[config.mk]
export PLATFORM = sky130hd
export DESIGN_NAME = tinyqv_instr_fetch_flat
export DESIGN_NICKNAME = d
export VERILOG_FILES = /design/src/rtl/tinyqv_instr_fetch_pkg.sv /design/src/rtl/tinyqv_instr_fetch_if.sv /design/src/rtl/tinyqv_instr_fetch_hw_fifo.sv /design/src/rtl/tinyqv_instr_fetch.sv /design/src/flat_wrapper.sv
export SDC_FILE = /design/constraint.sdc
export NUM_CORES = 1
export LEC_CHECK = 0
export CORE_MARGIN = 5
export CORE_UTILIZATION = 51
export DETAILED_ROUTE_END_ITERATION = 10
export GPL_TIMING_DRIVEN = 0
export MAX_ROUTING_LAYER = met4
export PLACE_DENSITY = 0.85
export SYNTH_ARGS = -nofsm -noshare
export SYNTH_HDL_FRONTEND = slang
export SYNTH_HIERARCHICAL = 1
export SYNTH_SLANG_ARGS = --single-unit
[constraint.sdc]
create_clock -name clk -period 3.6 [get_ports clk]
set_input_delay 0.72 -clock clk [delete_from_list [all_inputs] [get_ports clk]]
set_output_delay 0.72 -clock clk [all_outputs]
set_load 0.05 [all_outputs]
[src/rtl/tinyqv_instr_fetch_pkg.sv]
`default_nettype none
// ============================================================================
//  Module      : tinyqv_instr_fetch_pkg
//  Description : Shared fetch-stage definitions: FSM state encodings, the
//                RISC-V compressed-instruction test and the default reset PC.
//  Ports       : none (package)
//  Revision    : 1.0  initial release
// ============================================================================
package tinyqv_instr_fetch_pkg;

   // START  : just out of reset, restart not yet issued
   // RESTART: fetch_restart is high, memory is (re)starting the stream
   // RUN    : stream flowing, halfwords accepted into the buffer
   typedef enum logic [1:0] {
      ST_START   = 2'd0,
      ST_RESTART = 2'd1,
      ST_RUN     = 2'd2
   } fetch_state_e;

   localparam int unsigned DEFAULT_RESET_ADDR = 0;

   // Any encoding other than 2'b11 in the low bits is a 16-bit instruction.
   function automatic logic is_compressed(input logic [1:0] lo_bits);
      return (lo_bits != 2'b11);
   endfunction

endpackage
`default_nettype wire

[src/rtl/tinyqv_instr_fetch_if.sv]
`default_nettype none
// ============================================================================
//  Module      : tinyqv_instr_fetch_if
//  Description : Bundles the memory-side halfword stream and the core-side
//                instruction/branch signals of the fetch stage.
//  Ports       : fetch_addr/fetch_restart/fetch_stall  -> memory controller
//                fetch_data/fetch_data_ready           <- memory controller
//                instr/pc/is_stall                     -> core/decoder
//                instr_complete/branch/branch_target   <- core
//                modport master = fetch unit, slave = surrounding system
//  Revision    : 1.0  initial release
// ============================================================================
interface tinyqv_instr_fetch_if #(
   parameter int ADDR_W = 24
);
   logic [ADDR_W-1:0] fetch_addr;
   logic              fetch_restart;
   logic              fetch_stall;
   logic [15:0]       fetch_data;
   logic              fetch_data_ready;
   logic [31:0]       instr;
   logic [ADDR_W-1:0] pc;
   logic              is_stall;
   logic              instr_complete;
   logic              branch;
   logic [ADDR_W-1:0] branch_target;

   modport master (
      output fetch_addr, fetch_restart, fetch_stall, instr, pc, is_stall,
      input  fetch_data, fetch_data_ready, instr_complete, branch, branch_target
   );

   modport slave (
      input  fetch_addr, fetch_restart, fetch_stall, instr, pc, is_stall,
      output fetch_data, fetch_data_ready, instr_complete, branch, branch_target
   );
endinterface
`default_nettype wire

[src/rtl/tinyqv_instr_fetch_hw_fifo.sv]
`default_nettype none
// ============================================================================
//  Module      : tinyqv_hw_fifo
//  Description : DEPTH x 16-bit halfword FIFO. One push per cycle, pop of 0,
//                1 or 2 entries per cycle, synchronous flush. Exposes the two
//                head entries so a full 32-bit instruction can be read.
//  Ports       : clk, rstn        clock, async active-low reset
//                flush_i          empty the FIFO (wins over push/pop)
//                push_i, data_i   write data_i at tail
//                pop_n_i          number of entries to pop (0..2)
//                head0_o, head1_o entries at head and head+1
//                count_o          number of valid entries (0..DEPTH)
//  Revision    : 1.0  initial release
// ============================================================================
module tinyqv_hw_fifo #(
   parameter int DEPTH = 4
) (
   input  logic                     clk,
   input  logic                     rstn,
   input  logic                     flush_i,
   input  logic                     push_i,
   input  logic [15:0]              data_i,
   input  logic [1:0]               pop_n_i,
   output logic [15:0]              head0_o,
   output logic [15:0]              head1_o,
   output logic [$clog2(DEPTH):0]   count_o
);

   localparam int PTR_W = $clog2(DEPTH);
   localparam int CNT_W = PTR_W + 1;

   logic [15:0]      mem_q [DEPTH];
   logic [PTR_W-1:0] rd_q, rd_d;
   logic [PTR_W-1:0] wr_q, wr_d;
   logic [CNT_W-1:0] count_q, count_d;
   logic [PTR_W-1:0] rd_next;

   // DEPTH is a power of two, so pointer arithmetic wraps naturally.
   always_comb begin
      rd_d    = rd_q;
      wr_d    = wr_q;
      count_d = count_q;
      if (flush_i) begin
         rd_d    = '0;
         wr_d    = '0;
         count_d = '0;
      end else begin
         rd_d    = rd_q + PTR_W'(pop_n_i);
         wr_d    = push_i ? (wr_q + PTR_W'(1)) : wr_q;
         count_d = count_q + CNT_W'(push_i) - CNT_W'(pop_n_i);
      end
   end

   always_ff @(posedge clk or negedge rstn) begin
      if (!rstn) begin
         rd_q    <= '0;
         wr_q    <= '0;
         count_q <= '0;
         for (int i = 0; i < DEPTH; i++) begin
            mem_q[i] <= '0;
         end
      end else begin
         rd_q    <= rd_d;
         wr_q    <= wr_d;
         count_q <= count_d;
         if (push_i && !flush_i) begin
            mem_q[wr_q] <= data_i;
         end
      end
   end

   assign rd_next = rd_q + PTR_W'(1);
   assign head0_o = mem_q[rd_q];
   assign head1_o = mem_q[rd_next];
   assign count_o = count_q;

endmodule
`default_nettype wire

[src/rtl/tinyqv_instr_fetch.sv]
`default_nettype none
// ============================================================================
//  Module      : tinyqv_instr_fetch
//  Description : Instruction fetch/prefetch stage. Buffers the sequential
//                halfword stream from the QSPI controller and presents one
//                aligned 16- or 32-bit instruction with its PC. Restarts the
//                stream after reset and on every taken branch/jump.
//  Ports       : clk   clock, rising edge
//                rstn  async reset, active low
//                bus   tinyqv_instr_fetch_if.master (memory + core signals)
//  Revision    : 1.0  initial release
// ============================================================================
module tinyqv_instr_fetch
   import tinyqv_instr_fetch_pkg::*;
#(
   parameter int          ADDR_W     = 24,
   parameter int unsigned RESET_ADDR = DEFAULT_RESET_ADDR,
   parameter int          DEPTH_HW   = 4
) (
   input  logic                        clk,
   input  logic                        rstn,
   tinyqv_instr_fetch_if.master        bus
);

   localparam int                CNT_W    = $clog2(DEPTH_HW) + 1;
   localparam logic [ADDR_W-1:0] RESET_PC = ADDR_W'(RESET_ADDR) & ~ADDR_W'(1);

   fetch_state_e      state_q, state_d;
   logic [ADDR_W-1:0] pc_q, pc_d;

   logic [15:0]       head0;
   logic [15:0]       head1;
   logic [CNT_W-1:0]  count;
   logic              head_compressed;
   logic              stall;
   logic              restart;
   logic              retire;
   logic [1:0]        pop_n;
   logic              push;
   logic              mem_stall;
   logic [ADDR_W-1:0] pc_inc;

   // ---------------------------------------------------------------- buffer
   tinyqv_hw_fifo #(
      .DEPTH (DEPTH_HW)
   ) u_fifo (
      .clk     (clk),
      .rstn    (rstn),
      .flush_i (bus.branch),
      .push_i  (push),
      .data_i  (bus.fetch_data),
      .pop_n_i (pop_n),
      .head0_o (head0),
      .head1_o (head1),
      .count_o (count)
   );

   // ---------------------------------------------------------- stall / pop
   assign head_compressed = is_compressed(head0[1:0]);
   assign stall   = !((count >= CNT_W'(2)) ||
                      ((count == CNT_W'(1)) && head_compressed));
   assign restart = (state_q == ST_RESTART);

   // A branch discards the retirement it arrives with.
   assign retire  = bus.instr_complete && !stall && !bus.branch;
   assign pop_n   = retire ? (head_compressed ? 2'd1 : 2'd2) : 2'd0;
   assign pc_inc  = head_compressed ? ADDR_W'(2) : ADDR_W'(4);

   // One slot of slack is kept unless a pop frees space this same cycle.
   assign mem_stall = (count == CNT_W'(DEPTH_HW)) ||
                      ((count == CNT_W'(DEPTH_HW - 1)) && !retire);

   // Data is only taken from a live stream: not before the first restart,
   // not during the restart cycle (stale), not alongside a branch, and not
   // when the memory ignored fetch_stall.
   assign push = bus.fetch_data_ready && (state_q == ST_RUN) &&
                 !bus.branch && !mem_stall;

   // ------------------------------------------------------------------ FSM
   always_comb begin
      state_d = state_q;
      pc_d    = pc_q;
      if (bus.branch) begin
         // Also covers a branch during RESTART: newest target wins.
         state_d = ST_RESTART;
         pc_d    = bus.branch_target & ~ADDR_W'(1);
      end else begin
         case (state_q)
            ST_START:   state_d = ST_RESTART;
            ST_RESTART: state_d = ST_RUN;
            ST_RUN: begin
               if (retire) begin
                  pc_d = pc_q + pc_inc;
               end
            end
            default:    state_d = ST_START;
         endcase
      end
   end

   always_ff @(posedge clk or negedge rstn) begin
      if (!rstn) begin
         state_q <= ST_START;
         pc_q    <= RESET_PC;
      end else begin
         state_q <= state_d;
         pc_q    <= pc_d;
      end
   end

   // -------------------------------------------------------------- outputs
   assign bus.fetch_addr    = pc_q;
   assign bus.fetch_restart = restart;
   assign bus.fetch_stall   = mem_stall;
   assign bus.instr         = {head1, head0};
   assign bus.pc            = pc_q;
   assign bus.is_stall      = stall;

endmodule
`default_nettype wire

[src/flat_wrapper.sv]
// flat-port wrapper written by rule: the top's interface ports become plain ports
module tinyqv_instr_fetch_flat import tinyqv_instr_fetch_pkg::*;
#(
   parameter int          ADDR_W     = 24,
   parameter int unsigned RESET_ADDR = DEFAULT_RESET_ADDR,
   parameter int          DEPTH_HW   = 4
)
  (clk, rstn, bus_fetch_addr, bus_fetch_restart, bus_fetch_stall, bus_instr, bus_pc, bus_is_stall, bus_fetch_data, bus_fetch_data_ready, bus_instr_complete, bus_branch, bus_branch_target);
  tinyqv_instr_fetch_if #(.ADDR_W(ADDR_W)) bus_i ();
  input  logic clk;
  input  logic rstn;
  output wire logic [$bits(bus_i.fetch_addr)-1:0] bus_fetch_addr;
  output wire logic [$bits(bus_i.fetch_restart)-1:0] bus_fetch_restart;
  output wire logic [$bits(bus_i.fetch_stall)-1:0] bus_fetch_stall;
  output wire logic [$bits(bus_i.instr)-1:0] bus_instr;
  output wire logic [$bits(bus_i.pc)-1:0] bus_pc;
  output wire logic [$bits(bus_i.is_stall)-1:0] bus_is_stall;
  input wire logic [$bits(bus_i.fetch_data)-1:0] bus_fetch_data;
  input wire logic [$bits(bus_i.fetch_data_ready)-1:0] bus_fetch_data_ready;
  input wire logic [$bits(bus_i.instr_complete)-1:0] bus_instr_complete;
  input wire logic [$bits(bus_i.branch)-1:0] bus_branch;
  input wire logic [$bits(bus_i.branch_target)-1:0] bus_branch_target;
  assign bus_fetch_addr = bus_i.fetch_addr;
  assign bus_fetch_restart = bus_i.fetch_restart;
  assign bus_fetch_stall = bus_i.fetch_stall;
  assign bus_instr = bus_i.instr;
  assign bus_pc = bus_i.pc;
  assign bus_is_stall = bus_i.is_stall;
  assign bus_i.fetch_data = bus_fetch_data;
  assign bus_i.fetch_data_ready = bus_fetch_data_ready;
  assign bus_i.instr_complete = bus_instr_complete;
  assign bus_i.branch = bus_branch;
  assign bus_i.branch_target = bus_branch_target;
  tinyqv_instr_fetch #(.ADDR_W(ADDR_W), .RESET_ADDR(RESET_ADDR), .DEPTH_HW(DEPTH_HW)) u_core (.clk(clk), .rstn(rstn), .bus(bus_i));
endmodule
Yosys cells after proc, flatten, opt, wreduce, memory -nomap -nowiden. Index checks and enable logic that the tools add are counted.

Equal/unequal tests: 7. Bitwise gates (word level): 3. Magnitude comparators: 5. Reductions and logical operators: 20. Muxes and demuxes: 21. Add/subtract/negate cells: 6.

Operators by type and width (number): two-way mux 16 bit (5); two-way mux 24 bit (3); binary-select mux 16 bit (select 2 bit) (2); bitwise mux 64 bit (1); demux 16 bit (select 2 bit) (1); adder 24 bit (1); two-way mux 2 bit (6); greater-or-equal comparator 3 bit (second input constant) (3); logical AND 1 bit (9); inverter 2 -> 3 bit (3); two-way mux 3 bit (2); one-hot mux 2 bit (3 select lines) (1); nonzero test 2 bit (3); adder 2 x 1 -> 2 bit (second input constant) (2); logical NOT 1 bit (4); != test 2 bit (second input constant) (2); adder 3 x 1 -> 3 bit (1); equality test 3 x 1 -> 1 bit (second input constant) (1); equality test 3 x 2 -> 1 bit (second input constant) (1); equality test 3 bit (second input constant) (1); greater-or-equal comparator 3 x 2 -> 1 bit (second input constant) (1); < comparator 3 x 1 -> 1 bit (second input constant) (1); subtractor 3 x 2 -> 3 bit (1); adder 2 bit (1); other kinds (5) (6).

Register bits after elaboration: 97. Logic and storage cells: 71. Output and inout port bits: 83.

Logic depth before layout (Yosys ltp).
Depth in word-level cells: 17. Mapped depth: 14. Gate-level depth less buffers: 11.

Modules after synthesis. Netlist, hierarchy kept.

By module, submodules not included: tinyqv_hw_fifo (sequential area each 1776.7 um^2, cells an instance 212, area an instance 3794.9 um^2, instances 1); tinyqv_instr_fetch (sequential area each 625.6 um^2, cells an instance 207, area an instance 1796.7 um^2, instances 1).

Least setup slack after synthesis. OpenSTA, ideal clock, no wires.

Kind: input-to-reg. Start: input bus_branch. End: register u_core/u_fifo/mem_q[10] (netlist name). Buffers on the path: 3. Required time: 3.475 ns. Setup slack: 0.304 ns. Arrival: 3.171 ns. Cell stages on the path: 8. Path through: buf_6 > nor2b_1 > o32ai_1 > nor4_1 > buf_6 > nand3b_4 > buf_6 > mux2_4.

Word-level cells in the longest chain between the ends: 8.

RTL lines: from (decl) (RTL line flat_wrapper.sv:21) `input wire logic [$bits(bus_i.branch)-1:0] bus_branch;`; logical NOT 1 bit (RTL line tinyqv_instr_fetch.sv:65) `assign retire = bus.instr_complete && !stall && !bus.branch;`; logical AND 1 bit (RTL line tinyqv_instr_fetch.sv:65); logical NOT 1 bit (RTL line tinyqv_instr_fetch.sv:71) `((count == CNT_W'(DEPTH_HW - 1)) && !retire);`; logical AND 1 bit (RTL line tinyqv_instr_fetch.sv:71); logical OR 1 bit (RTL line tinyqv_instr_fetch.sv:70) `assign mem_stall = (count == CNT_W'(DEPTH_HW)) ||`; named net bus_fetch_stall (RTL line flat_wrapper.sv:14) `output wire logic [$bits(bus_i.fetch_stall)-1:0] bus_fetch_stall;`; logical NOT 1 bit (RTL line tinyqv_instr_fetch.sv:77) `!bus.branch && !mem_stall;`; logical AND 1 bit (RTL line tinyqv_instr_fetch.sv:77); named net u_core.push (RTL line tinyqv_instr_fetch.sv:39) `logic push;`; logical AND 1 bit (RTL line tinyqv_instr_fetch_hw_fifo.sv:66) `if (push_i && !flush_i) begin`; to (signal, indexed assignment) (RTL line tinyqv_instr_fetch_hw_fifo.sv:67) `mem_q[wr_q] <= data_i;`; to (decl) (RTL line tinyqv_instr_fetch_hw_fifo.sv:32) `logic [15:0] mem_q [DEPTH];`.

The timed path passes the listed nets, and every way through them passes these cells. A chain may end at the register's enable or synchronous reset.

Worst setup path after layout.
Start: input bus_branch. End: output bus_fetch_stall.

Word-level cells in the longest chain between the ends: 5.

RTL lines (RTL line): logical NOT 1 bit (tinyqv_instr_fetch.sv:65); logical AND 1 bit (tinyqv_instr_fetch.sv:65); logical NOT 1 bit (tinyqv_instr_fetch.sv:71); logical AND 1 bit (tinyqv_instr_fetch.sv:71); logical OR 1 bit (tinyqv_instr_fetch.sv:70); to (decl) (flat_wrapper.sv:14).

No other way between the ends.

==> metrics.txt <==
TritonCTS clock tree=done; root buffer cell=clkbuf_8; Synth Area per Inst=13.3 um2; number of synthesized register bits=96; largest family of logic cells by synthesized area=multiplexers; leading post-synthesis cells by cell area=dfrtp_1 43%, mux4_2 13%, mux2_4 8.1%, mux2_2 7.7%, buf_4 3.9%; Top FF cell, synth=dfrtp_1; commonest non-fill, non-tap cell in the layout=clkdlybuf4s50_1; DRC viols=0; Pwr per Cell Area=460 nW/um2; total track usage=0.219; number of design-rule violations left by the first detailed-router iteration=190; die outline width=115 um; total power draw=3340 uW; timing-limited maximum frequency=292 MHz; crit path capture type=output pin; proportion of synthesized area in mux cells=0.293; slowest cell on the critical path=clkdlybuf4s50_1; fraction of synthesized cell area taken by the top area cell type=0.430; Antenna Diode Count=0; P&R area growth vs syn=29.8%; via count of the first global-routing pass=4188; maximum VDD drop=0.317 mV; drt first pass iters=4; leakage=0.00328 uW; post-synthesis compound-gate area fraction=0.0331; run status=complete, no violations; biggest area consumer among synthesized cells=dfrtp_1; initial antenna violation count=0; worst setup margin=0.176 ns; sum of buffers and inverters on the critical path=3; Post-synth ARST share=1.00; Sink Count=96; overall via count from detail_route=3950; fraction of final layout cells with drive strength greater than 1=0.319; number of distinct library cells after synthesis=46; worst hold-check slack=0.350 ns; H-tree level count=3; required time worst endpoint=2.88 ns; min cycle time layout=3.42 ns; post-placement setup slack=0.164 ns; category of the critical setup timing path=in2out; Final TNS setup=0 ns; Final setup viols=0; cells traversed along the worst timing path=clkdlybuf4s50_1, buf_6, nor2b_1, o32ai_1, clkdlybuf4s50_1; max-cap check violation count=0; crit path DAT=2.70 ns; via density per instance=5.63; # port buffers=124; floorplan core area=10800 um2; RSZ-0062 raised after global routing=no; post-synthesis sequential area ratio=0.430; maximum number of pins on one net before global-route repair=52; clock-pin slew of the registers on the worst-case setup and hold paths=0.10 ns; relative max-transition margin=0.567; Die ar.=13200 um2; top fanout value on the critical path=8; Fillers=796; synthesis warning total=6; global-route wire length before repair=22.0 mm; number of buffers on the longest clock path=2; wire length per cell after detailed routing=19.4 um; number of hold-slack violations in the final timing report=0; pin slew with the least headroom to its limit=0.649 ns; Clk Latency, worst-skew pair=0.37 ns; largest stage delay on the critical path=0.88 ns; Synth Area in Simple Gates=0.0996; detailed placer's ending HPWL=9.99 mm; total setup buffers inserted after CTS=0; Final Slew Violations=0; drt total wl=13.6 mm; Final Cell Area=7260 um2; HP Class=in2async; fraction of synthesized cell area in xor and xnor cells=0.0409; skew final=0.0133 ns; starting utilization of the core area=0.518; adder and majority cell fraction of the synthesized area=0.0260; number of placed I/O pins=128; number of enable-type register cells in the synthesized netlist=0; element type at the critical path start=input pin; Most common cell on crit path=clkdlybuf4s50_1; Rows=38; GPL Wtd Cong=0.926; family with the most delay on the worst path=buffers and inverters; top library cells by usage in the layout, fill and taps aside=123 x clkdlybuf4s50_1, 96 x dfrtp_1, 38 x mux2_2, 32 x mux4_2; total CTS buffers=9; floorplan die height=115 um; final clock period utilization by the worst path=0.951; netlist area before placement=5590 um2; total number of nets in the final design=612; overall overflow remaining after global route=0; final antenna-violating net count=0; Syn Inst Count=419; area after detailed placement=7040 um2
## worst paths after layout
path	start	end	slack [ns]	cells past startpoint
max in group asynchronous	rstn	u_core/u_fifo/count_o[0]$_DFF_PN0_	2.59	2
min in group clk	u_core/u_fifo/mem_q[2]$_DFFE_PN0P_	u_core/u_fifo/mem_q[2]$_DFFE_PN0P_	0.54	1
min reg2reg	u_core/u_fifo/mem_q[2]$_DFFE_PN0P_	u_core/u_fifo/mem_q[2]$_DFFE_PN0P_	0.54	1
min	rstn	u_core/u_fifo/mem_q[53]$_DFFE_PN0P_	0.35	1
max reg2reg	u_core/u_fifo/rd_q[0]$_DFF_PN0_	u_core/u_fifo/count_o[2]$_DFF_PN0_	0.37	14
max	bus_branch	bus_fetch_stall	0.18	5
## power by group
group | total [uW] | switching (uW) | internal [uW] | leakage (uW)
logic | 1310 | 768 | 538 | 0.00191
registers | 1270 | 101 | 1170 | 0.00128
clock network | 761 | 411 | 350 | 0.000101
## sequential cells by signal, summed over array words and instances, names as in the netlist
signal and cells:
u_core/bus.fetch_addr 23, u_core/u_fifo/rd_q 2, u_core/u_fifo/mem_q 64, u_core/u_fifo/count_o 3
u_core/u_fifo/wr_q 2, u_core/state_q 2
## final cells by class
| class | count | area [um2] | share of cell area |
|---|---|---|---|
| clock inverter | 6 | 73.8 | 0.0102 |
| multi-input combinational | 261 | 2770 | 0.382 |
| clock buffer | 10 | 138 | 0.0190 |
| sequential | 96 | 2400 | 0.331 |
| timing repair buffer | 125 | 1270 | 0.174 |
| buffer | 47 | 370 | 0.0510 |
| tap | 140 | 175 | 0.0241 |
| inverter | 16 | 60.1 | 0.00828 |
## metrics by stage
stage,instances,util
finish,701,0.672
global route,701,0.672
CTS,701,0.672
detailed placement,685,0.652
global placement,684,0.650
floorplan,420,-
## layer usage
| metal | vias to the layer above | global-route usage | wire [um] |
|---|---|---|---|
| met5 | - | - | 0 |
| met4 | 0 | 0.0618 | 146 |
| met3 | 14 | 0.0375 | 971 |
| met2 | 173 | 0.360 | 6820 |
| met1 | 1985 | 0.283 | 5680 |
| li1 | 1778 | - | - |
## cells in the mapped netlist (all sizes together), types with 2 or more instances
master  count
o211ai      2
xor2        2
a21oi       2
mux4       32
inv        16
nand2      28
nand4       4
mux2       68
nor2       10
nand2b      2
dfrtp      96
buf        42
and4b       2
nor3        9
nor2b       4
and3        2
ha         10
clkbuf      5
a31o        2
and4        2
o21ai      20
nand3b      4
or4         2
xnor3       2
nor4       13
mux2i       4
nand3       4
xnor2      19
## timing repair
item | CTS | global route
hold buffers | 0 | 0
setup endpoints to repair | 0 | 1
resized for setup | 0 | 2
## logic make-up (layout without fill, tap and decap cells)
| family | after synthesis | in the layout |
|---|---|---|
| muxes | 104 | 104 |
| DFF | 96 | 96 |
| and+or+nand+nor | 90 | 90 |
| buffers and inverters | 63 | 204 |
| AOI/OAI and AO/OA | 31 | 31 |
| xor gates and xnor gates | 23 | 23 |
| adders and majority gates | 11 | 11 |
| other | 1 | 2 |
Power figures use the tool's default switching activity.
